`src/rtl/dmem_arbiter_pkg.sv`:
```
// Shared definitions for the data-memory arbiter: FSM state encoding and
// port index constants used by the top level and the round-robin picker.
package dmem_arbiter_pkg;

    typedef enum logic [1:0] {
        IDLE  = 2'd0,
        LOCK0 = 2'd1,
        LOCK1 = 2'd2
    } arbState_t;

    localparam logic PORT0 = 1'b0;
    localparam logic PORT1 = 1'b1;

endpackage

```
`src/rtl/dmem_arbiter_rr_pick2.sv`:
```
// Two-way round-robin picker. When both ports request, the port that was
// not granted last wins; a sole requester always wins.
module rr_pick2
    import dmem_arbiter_pkg::*;
(
    input  logic [1:0] req,
    input  logic       last,
    output logic [1:0] gnt,
    output logic       winner
);

    // Pick the winner and raise its one-hot grant; no grant when idle.
    always_comb begin
        gnt    = 2'b00;
        winner = last;
        if (req[0] && req[1]) begin
            winner = ~last;
        end else if (req[1]) begin
            winner = PORT1;
        end else if (req[0]) begin
            winner = PORT0;
        end
        if (req != 2'b00) begin
            gnt = (winner == PORT1) ? 2'b10 : 2'b01;
        end
    end

endmodule

```
`src/rtl/dmem_arbiter.sv`:
```
// Round-robin arbiter sharing the single-ported data memory between the
// MEM stage (port 0) and a secondary master (port 1), with bounded locked
// bursts and a one-cycle registered read response per port.
//
// Handshake: req acts as valid and gnt as ready. A requester holds req and
// its payload (we/addr/wdata/lock) stable until gnt; the access happens at
// the rising edge closing the cycle in which req and gnt are both high.
// Dropping req before gnt withdraws the request with no side effect.
module dmem_arbiter
    import dmem_arbiter_pkg::*;
#(
    parameter int MAX_BURST = 4,
    parameter int AW        = 32,
    parameter int DW        = 32
) (
    input  logic          clk,
    input  logic          rst_n,
    input  logic          p0_req,
    input  logic          p0_we,
    input  logic          p0_lock,
    input  logic [AW-1:0] p0_addr,
    input  logic [DW-1:0] p0_wdata,
    input  logic          p1_req,
    input  logic          p1_we,
    input  logic          p1_lock,
    input  logic [AW-1:0] p1_addr,
    input  logic [DW-1:0] p1_wdata,
    output logic          p0_gnt,
    output logic          p1_gnt,
    output logic          p0_rvalid,
    output logic          p1_rvalid,
    output logic [DW-1:0] p0_rdata,
    output logic [DW-1:0] p1_rdata,
    output logic [AW-1:0] mem_adr,
    output logic [DW-1:0] mem_wdata,
    output logic          mem_write,
    input  logic [DW-1:0] mem_rdata,
    output logic [1:0]    dbgState
);

    localparam int            CW        = $clog2(MAX_BURST + 1);
    localparam logic [CW-1:0] BURST_MAX = CW'(MAX_BURST);

    arbState_t     state, stateNext;
    logic          last, lastNext;
    logic [CW-1:0] burstCnt, burstNext;
    logic [1:0]    pickGnt;
    logic          pickWinner;
    logic          winLock;
    logic          cont0, cont1;
    logic          selPort;

    rr_pick2 uPick (
        .req    ({p1_req, p0_req}),
        .last   (last),
        .gnt    (pickGnt),
        .winner (pickWinner)
    );

    // A locked owner keeps the memory while it still asks and has burst budget.
    assign cont0 = (state == LOCK0) && p0_req && p0_lock && (burstCnt < BURST_MAX);
    assign cont1 = (state == LOCK1) && p1_req && p1_lock && (burstCnt < BURST_MAX);

    // Next-state, grant and burst-count decision.
    always_comb begin
        stateNext = IDLE;
        burstNext = '0;
        lastNext  = last;
        p0_gnt    = 1'b0;
        p1_gnt    = 1'b0;
        winLock   = 1'b0;
        if (cont0) begin
            p0_gnt    = 1'b1;
            stateNext = LOCK0;
            burstNext = burstCnt + CW'(1);
            lastNext  = PORT0;
        end else if (cont1) begin
            p1_gnt    = 1'b1;
            stateNext = LOCK1;
            burstNext = burstCnt + CW'(1);
            lastNext  = PORT1;
        end else if (pickGnt != 2'b00) begin
            // Forced release falls out naturally: last already names the
            // owner, so the peer wins if it is asking.
            p0_gnt   = pickGnt[0];
            p1_gnt   = pickGnt[1];
            lastNext = pickWinner;
            winLock  = (pickWinner == PORT1) ? p1_lock : p0_lock;
            if (winLock) begin
                stateNext = (pickWinner == PORT1) ? LOCK1 : LOCK0;
                burstNext = CW'(1);
            end
        end
    end

    // Memory-side mux follows the granted port, otherwise the last owner.
    assign selPort   = p1_gnt ? PORT1 : (p0_gnt ? PORT0 : last);
    assign mem_adr   = (selPort == PORT1) ? p1_addr  : p0_addr;
    assign mem_wdata = (selPort == PORT1) ? p1_wdata : p0_wdata;
    assign mem_write = (p0_gnt & p0_we) | (p1_gnt & p1_we);
    assign dbgState  = state;

    // FSM, round-robin pointer and burst counter registers.
    always_ff @(posedge clk or negedge rst_n) begin
        if (!rst_n) begin
            state    <= IDLE;
            last     <= PORT1;
            burstCnt <= '0;
        end else begin
            state    <= stateNext;
            last     <= lastNext;
            burstCnt <= burstNext;
        end
    end

    // Registered read responses: capture on a granted read, pulse rvalid once.
    always_ff @(posedge clk or negedge rst_n) begin
        if (!rst_n) begin
            p0_rvalid <= 1'b0;
            p1_rvalid <= 1'b0;
            p0_rdata  <= '0;
            p1_rdata  <= '0;
        end else begin
            p0_rvalid <= p0_gnt & ~p0_we;
            p1_rvalid <= p1_gnt & ~p1_we;
            if (p0_gnt && !p0_we) p0_rdata <= mem_rdata;
            if (p1_gnt && !p1_we) p1_rdata <= mem_rdata;
        end
    end

endmodule

```
`config.mk`:
```
export PLATFORM = sky130hd
export DESIGN_NAME = dmem_arbiter
export DESIGN_NICKNAME = d
export VERILOG_FILES = /design/src/rtl/dmem_arbiter_pkg.sv /design/src/rtl/dmem_arbiter_rr_pick2.sv /design/src/rtl/dmem_arbiter.sv
export SDC_FILE = /design/constraint.sdc
export NUM_CORES = 1
export LEC_CHECK = 0
export ABC_AREA = 1
export CAP_MARGIN = 15
export CORE_AREA = 3 3 116 118
export CTS_CLUSTER_SIZE = 14
export DETAILED_ROUTE_END_ITERATION = 8
export DIE_AREA = 0 0 119 121
export DONT_BUFFER_PORTS = 1
export MAX_ROUTING_LAYER = met4
export SYNTH_ARGS = -nofsm -noshare
export SYNTH_HDL_FRONTEND = slang
export SYNTH_SLANG_ARGS = --single-unit
```
`constraint.sdc`:
```
create_clock -name clk -period 1.9 [get_ports clk]
set_input_delay 0.38 -clock clk [delete_from_list [all_inputs] [get_ports clk]]
set_output_delay 0.38 -clock clk [all_outputs]
set_load 0.02 [all_outputs]
```
# After elaboration in Yosys (flattened, before gate mapping)
# Cells that the tools add are included.
[word_totals] register_bits=72 inputBits=168 output_inout_bits=135 word_cells=60
[op_classes] n_addsub=1 magnitude_cmp=1 eq_ne=2 n_mux=27 n_bitwise=8 reduce_logical=14
[op_table] op="$mux 32" count=2
[op_table] op="$mux 1" count=17
[op_table] op="$mux 2" count=6
[op_table] op="$logic_and 1x1->1" count=9
[op_table] op="$mux 3" count=2
[op_table] op="$and 1x1->1" count=4
[op_table] op="$reduce_bool 2->1" count=2
[op_table] op="$add 3x1->3 const B" count=1
[op_table] op="$lt 3x3->1 const B" count=1
[op_table] op="$not 1->1" count=3
[op_table] op="$reduce_bool 3->1" count=1
[op_table] op="$eq 2x1->1 const B" count=1
[op_table] op="$eq 2x2->1 const B" count=1
[op_table] op="$logic_not 1->1" count=2
[op_table] op="$or 1x1->1" count=1

# Logic depth before layout (Yosys ltp)
# Gate-level depths: netlist of the first run.
[logic_depth] word_depth=12 ltp_mapped=10 ltp_nobuf=9

# Cells and area by module
# Synthesis of the first run repeated with hierarchy kept, for this count alone.
[hier_totals] hier_cells=555 hier_area_um2=4015.1
[modules_own_cells] module="dmem_arbiter" n_inst=1 cells_each=547 area_each_um2=3980.1 seq_area_each_um2=1803.0
[modules_own_cells] module="rr_pick2" n_inst=1 cells_each=8 area_each_um2=35.0 seq_area_each_um2=0.0

# Least setup slack after synthesis of the first run
# No wires, ideal clock.
[synth_timing] path_type="register -> output" startpoint="reg state[0], in the netlist dbgState[0]" endpoint="out mem_write" arrival_time_ns=1.476 required_ns=1.520 setup_slack_ns=0.044 stages_incl_launch_ff=8 n_path_buf=2 cell_sequence="dfrtp_1 > nand2_1 > inv_1 > nand3_2 > buf_6 > buf_4 > nand2_1 > o21ai_0"
[synth_between] elab_chain_cells=8 word_cells_on_any_way=15 classes_between="eq/ne: 2; mux: 4; bitwise: 3; reduce/logical: 6"
[synth_rtl] item="from (decl)" line="dmem_arbiter.sv:44" rtl="arbState_t state, stateNext;"
[synth_rtl] item="from (signal assigned)" line="dmem_arbiter.sv:110" rtl="state <= stateNext;"
[synth_rtl] item="$eq 2x2->1" line="dmem_arbiter.sv:62" rtl="assign cont1 = (state == LOCK1) && p1_req && p1_lock && (burstCnt < BURST_MAX);"
[synth_rtl] item="$logic_and 1x1->1 (3 in a row)" line="dmem_arbiter.sv:62"
[synth_rtl] item="$mux 1" line="dmem_arbiter.sv:77" rtl="end else if (cont1) begin"
[synth_rtl] item="$mux 1" line="dmem_arbiter.sv:72" rtl="if (cont0) begin"
[synth_rtl] item="$and 1x1->1" line="dmem_arbiter.sv:100" rtl="assign mem_write = (p0_gnt & p0_we) | (p1_gnt & p1_we);"
[synth_rtl] item="$or 1x1->1 *" line="dmem_arbiter.sv:100"
[synth_rtl] item="to (decl)" line="dmem_arbiter.sv:36" rtl="output logic mem_write,"
# Mark *: on every way between the ends. The rest lies on a longest branch, timed or not.

# Worst setup path in the final report of the first run
[layout_timing] startpoint="reg last" endpoint="out mem_wdata[7]"
[layout_between] elab_chain_cells=12 word_cells_on_any_way=16 classes_between="mux: 14; bitwise: 1; reduce/logical: 1"
[layout_rtl] item="from (decl)" line="dmem_arbiter.sv:45" rtl="logic last, lastNext;"
[layout_rtl] item="from (signal assigned)" line="dmem_arbiter.sv:111" rtl="last <= lastNext;"
[layout_rtl] item="$mux 1" line="dmem_arbiter_rr_pick2.sv:20" rtl="end else if (req[0]) begin"
[layout_rtl] item="$mux 1" line="dmem_arbiter_rr_pick2.sv:18" rtl="end else if (req[1]) begin"
[layout_rtl] item="$mux 1" line="dmem_arbiter_rr_pick2.sv:16" rtl="if (req[0] && req[1]) begin"
[layout_rtl] item="$mux 2" line="dmem_arbiter_rr_pick2.sv:24" rtl="gnt = (winner == PORT1) ? 2'b10 : 2'b01;"
[layout_rtl] item="$mux 2" line="dmem_arbiter_rr_pick2.sv:23" rtl="if (req != 2'b00) begin"
[layout_rtl] item="$reduce_bool 2->1" line="dmem_arbiter.sv:82" rtl="end else if (pickGnt != 2'b00) begin"
[layout_rtl] item="$mux 1" line="dmem_arbiter.sv:82"
[layout_rtl] item="$mux 1" line="dmem_arbiter.sv:77"
[layout_rtl] item="$mux 1" line="dmem_arbiter.sv:72"
[layout_rtl] item="$mux 1" line="dmem_arbiter.sv:97" rtl="assign selPort = p1_gnt ? PORT1 : (p0_gnt ? PORT0 : last);"
[layout_rtl] item="$mux 1 *" line="dmem_arbiter.sv:97"
[layout_rtl] item="$mux 32 *" line="dmem_arbiter.sv:99" rtl="assign mem_wdata = (selPort == PORT1) ? p1_wdata : p0_wdata;"
[layout_rtl] item="to (decl)" line="dmem_arbiter.sv:35" rtl="output logic [DW-1:0] mem_wdata,"
# Marks and branches as above.

==> impl_metrics.prom, run 1 <==
# TYPE chip_impl_metric gauge
chip_impl_metric{name="post-route-period-util",unit="%"} 115.6
chip_impl_metric{name="clock_latency",unit="ps"} 330
chip_impl_metric{name="starting_density_of_the_core",unit="%"} 31.36
chip_impl_info{name="crit_chain",value="inv_2 -> o21ai_2 -> inv_2 -> nand2_4 -> nand2_8 -> buf_12 -> buf_6 -> nand2_1 -> nand2_4"} 1
chip_impl_metric{name="portBuffers",unit=""} 0
chip_impl_metric{name="antennaDiodeCount",unit=""} 0
chip_impl_metric{name="max-clock-path-buffers",unit=""} 2
chip_impl_info{name="unrepaired_setup_endpoints_after_global_routing",value="true"} 1
chip_impl_info{name="min_path_type",value="in -> async"} 1
chip_impl_metric{name="timing.critical_path.required",unit="ps"} 1520
chip_impl_metric{name="critical_path_arrival",unit="ps"} 1820
chip_impl_info{name="ctsRootBufferMaster",value="clkbuf_16"} 1
chip_impl_info{name="worstSetupPathType",value="reg -> out"} 1
chip_impl_metric{name="cap_viol_max_count",unit=""} 0
chip_impl_metric{name="synth_sequential_area_ratio",unit="%"} 45.75
chip_impl_metric{name="grt_max_degree",unit=""} 73
chip_impl_metric{name="number_of_buffers_created_by_cts",unit=""} 9
chip_impl_metric{name="antenna_found_initial",unit=""} 0
chip_impl_metric{name="die_height",unit="µm"} 121
chip_impl_metric{name="finalMaxSlewViolations",unit=""} 0
chip_impl_info{name="mostFrequentLayoutCell",value="nand2_1"} 1
chip_impl_metric{name="post_synth_instance_area",unit="mm²"} 0.003941
chip_impl_metric{name="detailedRoute.firstPassIterationCount",unit=""} 4
chip_impl_metric{name="clk_transition_reported_paths",unit="ps"} 60
chip_impl_metric{name="avgRoutedWirePerCell",unit="µm"} 23.59
chip_impl_metric{name="cellPowerDensity",unit="mW/mm²"} 1164
chip_impl_metric{name="netSwitchingFraction",unit="%"} 39.84
chip_impl_metric{name="achievable-frequency",unit="MHz"} 455.2
chip_impl_metric{name="area_growth_syn_to_layout",unit="%"} 51.56
chip_impl_metric{name="post_synth_num_cell_types",unit=""} 18
chip_impl_metric{name="p_int",unit="mW"} 4.184
chip_impl_metric{name="die_width",unit="µm"} 119
chip_impl_metric{name="routed_wirelength",unit="µm"} 17530
chip_impl_info{name="mostFrequentLayoutCells",value="nand2_1 (140), nand2_4 (86), nand3_1 (69), dfrtp_1 (69), nand2_2 (43)"} 1
chip_impl_metric{name="power_frac_clock",unit="%"} 29.1
chip_impl_metric{name="cts_sinks",unit=""} 72
chip_impl_metric{name="setup_ws",unit="ps"} -296.9
chip_impl_metric{name="vias_in_the_first_global_route",unit=""} 3973
chip_impl_metric{name="synthCells",unit=""} 549
chip_impl_metric{name="nets",unit=""} 735
chip_impl_metric{name="largest_vdd_supply_drop",unit="µV"} 669.7
chip_impl_info{name="status",value="finished, violations left"} 1
chip_impl_metric{name="fin_skew",unit="ps"} 7.062
chip_impl_metric{name="p_leak",unit="nW"} 3.049
chip_impl_metric{name="boundaryPins",unit=""} 303
chip_impl_metric{name="p_switching",unit="mW"} 2.771
chip_impl_metric{name="min_period",unit="ps"} 2197
chip_impl_metric{name="seqPwrFrac",unit="%"} 35.6
chip_impl_metric{name="die_area",unit="mm²"} 0.01440
chip_impl_metric{name="drive_above_1_share",unit="%"} 41.68
chip_impl_metric{name="final_hold_viol_count",unit=""} 72
chip_impl_metric{name="core_region_area",unit="mm²"} 0.01257
chip_impl_metric{name="worst-path-max-fanout",unit=""} 6
chip_impl_metric{name="syn_avg_cell_area",unit="µm²"} 7.179
chip_impl_metric{name="grt_usage",unit="%"} 22.37
chip_impl_metric{name="number_of_standard_cell_rows_in_the_floorplan",unit=""} 41
chip_impl_metric{name="final-setup-viol-count",unit=""} 67
chip_impl_metric{name="drc_marker_count_from_the_first_detailed_route_iteration",unit=""} 245
chip_impl_info{name="endpoint_kind",value="primary output"} 1
chip_impl_metric{name="power.share.combinational",unit="%"} 35.2
chip_impl_metric{name="route.vias.total",unit=""} 4132
chip_impl_metric{name="gpl.final_weighted_congestion",unit=""} 0.8679
chip_impl_metric{name="detail_route.drc_violations",unit=""} 0
chip_impl_info{name="tritoncts",value="yes"} 1
chip_impl_metric{name="drtAntennaViolNets",unit=""} 0
chip_impl_metric{name="max_stage_delay",unit="ps"} 530
chip_impl_info{name="violations",value="negative hold slack, negative setup slack"} 1
chip_impl_metric{name="cts_htree_levels",unit=""} 3
chip_impl_metric{name="finish.utilization",unit="%"} 47.53
chip_impl_metric{name="grt_pass1_wl",unit="µm"} 24010
chip_impl_metric{name="total_congestion_overflow",unit=""} 0
chip_impl_info{name="slowest_stage",value="dfstp_2"} 1
chip_impl_metric{name="detailed_place_hpwl",unit="µm"} 11680
chip_impl_metric{name="fin_worst_hold_slack",unit="ps"} -256.6
chip_impl_metric{name="postSynthNetCount",unit=""} 718
chip_impl_metric{name="worst_slew_pin_slew",unit="ps"} 370.4
chip_impl_metric{name="vias_per_cell",unit=""} 5.561
chip_impl_metric{name="totalPowerFinal",unit="mW"} 6.954
chip_impl_metric{name="yosys_warnings",unit=""} 0
chip_impl_info{name="critPathLaunchType",value="register"} 1
chip_impl_metric{name="yosys_register_bits",unit=""} 72
chip_impl_metric{name="worst_slew_margin_rel",unit="%"} 75.30
## final cells by class
cell class | instances | area (µm²)
clock buffer | 12 | 266.5
clock inverter | 4 | 98.84
fill | 1176 | 6595
inverter | 19 | 73.82
multi-input combinational | 415 | 2754
sequential | 72 | 1805
tap | 172 | 215.2
timing repair buffer | 49 | 759.5
## cells in the mapped netlist, drive strengths merged
cell type,n,share of area [%]
nand2,271,26
clkbuf,8,0.76
ha,1,0.32
nand3,99,13
nand4,32,5.1
o21ai,5,0.63
clkinv,1,0.095
xnor2,1,0.22
buf,35,5.8
inv,18,1.7
nor2,6,0.64
dfrtp,71,45
dfstp,1,0.67
## cell families after synthesis
logic type / synth area share [%]
AND/OR/NAND/NOR: 44.67
flip-flops: 45.75
buffers and inverters: 8.412
AO/OA/AOI/OAI: 0.6348
XOR/XNOR: 0.2223
adder cells (fa/ha/maj): 0.3174
## worst paths after layout
path                                       startpoint                       end  slack [ps]  depth (start not counted)
worst max-delay path                 last$_DFFE_PN1P_              mem_wdata[7]        -300                          9
worst min-delay path                            rst_n  p1_rdata[25]$_DFFE_PN0P_        -260                          0
worst max register to register  dbgState[0]$_DFF_PN0_  p1_rdata[14]$_DFFE_PN0P_         170                          9
worst min register to register  burstCnt[0]$_DFF_PN0_     burstCnt[0]$_DFF_PN0_         560                          3
max in group asynchronous                       rst_n          last$_DFFE_PN1P_        1950                          0
min in group clk                              p1_lock     dbgState[1]$_DFF_PN0_         160                          2
## power by group through the flow
stage | clock (mW) | combinational, mW | sequential [mW]
6_report | 2.03 | 2.45 | 2.48
4_1_cts | 2.07 | 2.01 | 2.48
2_1_floorplan | 0 | 1.18 | 2.41
5_1_grt | 2.14 | 2.62 | 2.51
3_3_place_gp | 0 | 1.41 | 2.49
3_5_place_dp | 0 | 1.45 | 2.50
## routing by layer
metal / global-route usage (%) / routed length [µm] / up-vias
met5: - / 0 / -
met4: 7.024 / 614 / 0
met3: 9.510 / 2035 / 43
met2: 37.37 / 8968 / 260
met1: 24.24 / 5907 / 2017
li1: - / - / 1812
## through the flow
stage	worst slack, ps	area (µm²)	hold slack [ps]	TNS, ps	instances
floorplan	44.20	3941	84.41	0	549
global placement	2.626	4136	86.64	0	700
detailed placement	-27.93	4136	86.56	-39.20	700
CTS	-265.5	5221	-271.7	-15370	733
global route	-371.2	5973	-279.8	-21970	743
finish	-296.9	5973	-256.6	-16520	743
## state kept, by name, summed over array words and instances (netlist names)
| signal | count |
|---|---|
| p0_rdata | 32 |
| last | 1 |
| p1_rdata | 32 |
| dbgState | 2 |
| p0_rvalid | 1 |
| burstCnt | 3 |
| p1_rvalid | 1 |
## what timing repair did
action / 4_1_cts / 5_1_grt
buffers inserted: 10 / 6
gates resized for setup: 139 / 143
hold endpoints to repair: 72 / 72
cloned: 7 / 5
endpoints found under the setup margin: 67 / 67
pin swaps: 41 / 55
## worst max-delay path, delay by kind of cell (launching register included)
kind | cells | cell delay [ps]
DFF | 1 | 530
buffers and inverters | 4 | 370
and+or+nand+nor | 4 | 430
AOI/OAI and AO/OA | 1 | 150
Note: power is estimated with default switching activity, not from simulation.
==> run 2: changes to the inputs <==
- SETUP_SLACK_MARGIN: unset -> 0.5
- SKIP_CTS_REPAIR_TIMING: unset -> 1
==> run 2 against run 1 <==
The flow still finishes with violations (negative hold slack, negative setup slack). Cell count is 0.94% lower. Largest cell class unchanged. Non-clock buffer count is 9 lower. Register-to-register slack hardly changed.
==> impl_metrics.prom, run 2 (synthesis gave the netlist of run 1 again) <==
# TYPE chip_impl_metric gauge
chip_impl_metric{name="max_stage_delay",unit="ps"} 520
chip_impl_metric{name="r2r.worst_path.cells",unit=""} 9
chip_impl_metric{name="boundaryPins",unit=""} 303
chip_impl_metric{name="drtAntennaViolNets",unit=""} 0
chip_impl_info{name="ctsRootBufferMaster",value="clkbuf_16"} 1
chip_impl_metric{name="detailed_place_hpwl",unit="µm"} 11330
chip_impl_metric{name="largest_vdd_supply_drop",unit="µV"} 577.1
chip_impl_info{name="mostFrequentLayoutCell",value="nand2_1"} 1
chip_impl_info{name="layout_top_registers",value="p0_rdata (32), p1_rdata (32), burstCnt (3)"} 1
chip_impl_metric{name="drive_above_1_share",unit="%"} 35.23
chip_impl_metric{name="nets",unit=""} 726
chip_impl_info{name="worstSetupPathType",value="reg -> out"} 1
chip_impl_metric{name="grt_max_degree",unit=""} 73
chip_impl_metric{name="avgRoutedWirePerCell",unit="µm"} 22.99
chip_impl_metric{name="setup_ws",unit="ps"} -319.8
chip_impl_metric{name="gpl.final_weighted_congestion",unit=""} 0.9006
chip_impl_metric{name="timing.critical_path.required",unit="ps"} 1520
chip_impl_info{name="cpLargestDelayFamily",value="simple AND/OR/NAND/NOR gates"} 1
chip_impl_metric{name="clock_latency",unit="ps"} 330
chip_impl_metric{name="achievable-frequency",unit="MHz"} 450.5
chip_impl_metric{name="post-place-cells",unit=""} 696
chip_impl_metric{name="cts_htree_levels",unit=""} 3
chip_impl_info{name="violations",value="negative hold slack, negative setup slack"} 1
chip_impl_metric{name="worst_slew_margin_rel",unit="%"} 73.24
chip_impl_info{name="unrepaired_setup_endpoints_after_global_routing",value="true"} 1
chip_impl_info{name="crit_chain",value="inv_2 -> nand2_2 -> o21ai_2 -> inv_2 -> nand2_8 -> nand2_8 -> buf_8 -> nand2_1 -> nand2_2"} 1
chip_impl_metric{name="p_leak",unit="nW"} 2.789
chip_impl_metric{name="fin_cells",unit=""} 736
chip_impl_metric{name="core_region_area",unit="mm²"} 0.01257
chip_impl_metric{name="routed_wirelength",unit="µm"} 16920
chip_impl_metric{name="final-setup-viol-count",unit=""} 65
chip_impl_info{name="status",value="finished, violations left"} 1
chip_impl_info{name="slowest_stage",value="dfstp_2"} 1
chip_impl_metric{name="area_growth_syn_to_layout",unit="%"} 39.75
chip_impl_metric{name="starting_density_of_the_core",unit="%"} 31.36
chip_impl_metric{name="fin_skew",unit="ps"} 6.012
chip_impl_metric{name="cellPowerDensity",unit="mW/mm²"} 1128
chip_impl_metric{name="finish.utilization",unit="%"} 43.82
chip_impl_metric{name="worst-path-max-fanout",unit=""} 8
chip_impl_metric{name="pre_cts_slack",unit="ps"} -43.58
chip_impl_info{name="endpoint_kind",value="primary output"} 1
chip_impl_info{name="ff_to_ff_end",value="p1_rdata[12]$_DFFE_PN0P_"} 1
chip_impl_metric{name="grt_pass1_wl",unit="µm"} 21180
chip_impl_metric{name="portBuffers",unit=""} 0
chip_impl_metric{name="cap_viol_max_count",unit=""} 0
chip_impl_metric{name="number_of_buffers_created_by_cts",unit=""} 9
chip_impl_metric{name="reg2reg_slack",unit="ps"} 170
chip_impl_metric{name="min_period",unit="ps"} 2220
chip_impl_info{name="critPathLaunchType",value="register"} 1
chip_impl_metric{name="post-route-period-util",unit="%"} 116.8
chip_impl_metric{name="die_area",unit="mm²"} 0.01440
chip_impl_metric{name="number_of_standard_cell_rows_in_the_floorplan",unit=""} 41
chip_impl_metric{name="drc_marker_count_from_the_first_detailed_route_iteration",unit=""} 275
chip_impl_metric{name="setup_total_negative_slack",unit="ps"} -17150
chip_impl_metric{name="die_width",unit="µm"} 119
chip_impl_metric{name="grt_usage",unit="%"} 19.61
chip_impl_metric{name="vias_per_cell",unit=""} 5.394
chip_impl_info{name="mostFrequentLayoutCells",value="nand2_1 (150), nand3_1 (86), dfrtp_1 (69)"} 1
chip_impl_metric{name="route.vias.total",unit=""} 3970
chip_impl_metric{name="critical_path.n_buffers_inverters",unit=""} 3
chip_impl_metric{name="finalMaxSlewViolations",unit=""} 0
chip_impl_metric{name="fill_cells",unit=""} 1245
chip_impl_info{name="tritoncts",value="yes"} 1
chip_impl_metric{name="worst_slew_pin_slew",unit="ps"} 401.0
chip_impl_metric{name="detail_route.drc_violations",unit=""} 0
chip_impl_metric{name="cts_sinks",unit=""} 72
chip_impl_metric{name="max-clock-path-buffers",unit=""} 2
chip_impl_metric{name="antenna_found_initial",unit=""} 2
chip_impl_metric{name="die_height",unit="µm"} 121
chip_impl_metric{name="final_hold_viol_count",unit=""} 72
chip_impl_info{name="worstReg2RegStart",value="dbgState[0]$_DFF_PN0_"} 1
chip_impl_metric{name="vias_in_the_first_global_route",unit=""} 3619
chip_impl_metric{name="critical_path_arrival",unit="ps"} 1840
chip_impl_info{name="min_path_type",value="in -> async"} 1
chip_impl_metric{name="detailedRoute.firstPassIterationCount",unit=""} 6
chip_impl_metric{name="total_congestion_overflow",unit=""} 0
chip_impl_metric{name="fin_worst_hold_slack",unit="ps"} -263.0
chip_impl_metric{name="clk_transition_reported_paths",unit="ps"} 60
-- run 2: worst max path at each step --
stage,startpoint,end,slack [ps],cells after the start
after floorplan,dbgState[1]$_DFF_PN0_,mem_wdata[16],260,8
after global placement,burstCnt[2]$_DFF_PN0_,mem_wdata[29],-50,7
after CTS,burstCnt[2]$_DFF_PN0_,mem_wdata[29],-410,7
after detailed placement,burstCnt[2]$_DFF_PN0_,mem_wdata[29],-40,7
final,last$_DFFE_PN1P_,mem_wdata[17],-320,9
after global routing,last$_DFFE_PN1P_,mem_wdata[17],-420,9
-- run 2: metal layers --
layer  vias up  global-route usage, %  wire length (µm)
li1       1790                      -                 -
met1      1909                  21.67              6038
met2       238                  31.68              8586
met3        33                  8.998              1807
met4         0                  6.300               490
met5         -                      -                 0
-- run 2: power by group --
part | leakage (nW) | switching (mW) | internal, mW
clock network | 0.134 | 0.616 | 0.955
logic | 1.76 | 1.41 | 0.752
registers | 0.894 | 0.640 | 1.85
-- run 2: worst reg2reg max path: cells and delay by family (launching register included) --
kind | cells | cell delay, ps
buffers and inverters | 3 | 610
DFF | 1 | 430
and+or+nand+nor | 6 | 580
-- run 2: area by class of cell --
class	count	area (µm²)	area share, %
multi-input cells	415	2530	45.93
flip-flops and latches	72	1805	32.78
repair buffers	40	608.1	11.04
clock buffers	15	267.8	4.861
well taps	172	215.2	3.907
inverters	19	71.32	1.295
clock inverters	1	5.005	0.09087
diodes	2	5.005	0.09087
-- run 2: through the flow --
stage	cell area, µm²	power (mW)
3_3_place_gp	4283	3.980
3_5_place_dp	4283	4.031
2_1_floorplan	4197	3.757
6_report	5508	6.215
5_1_grt	5508	6.519
4_1_cts	4556	5.614
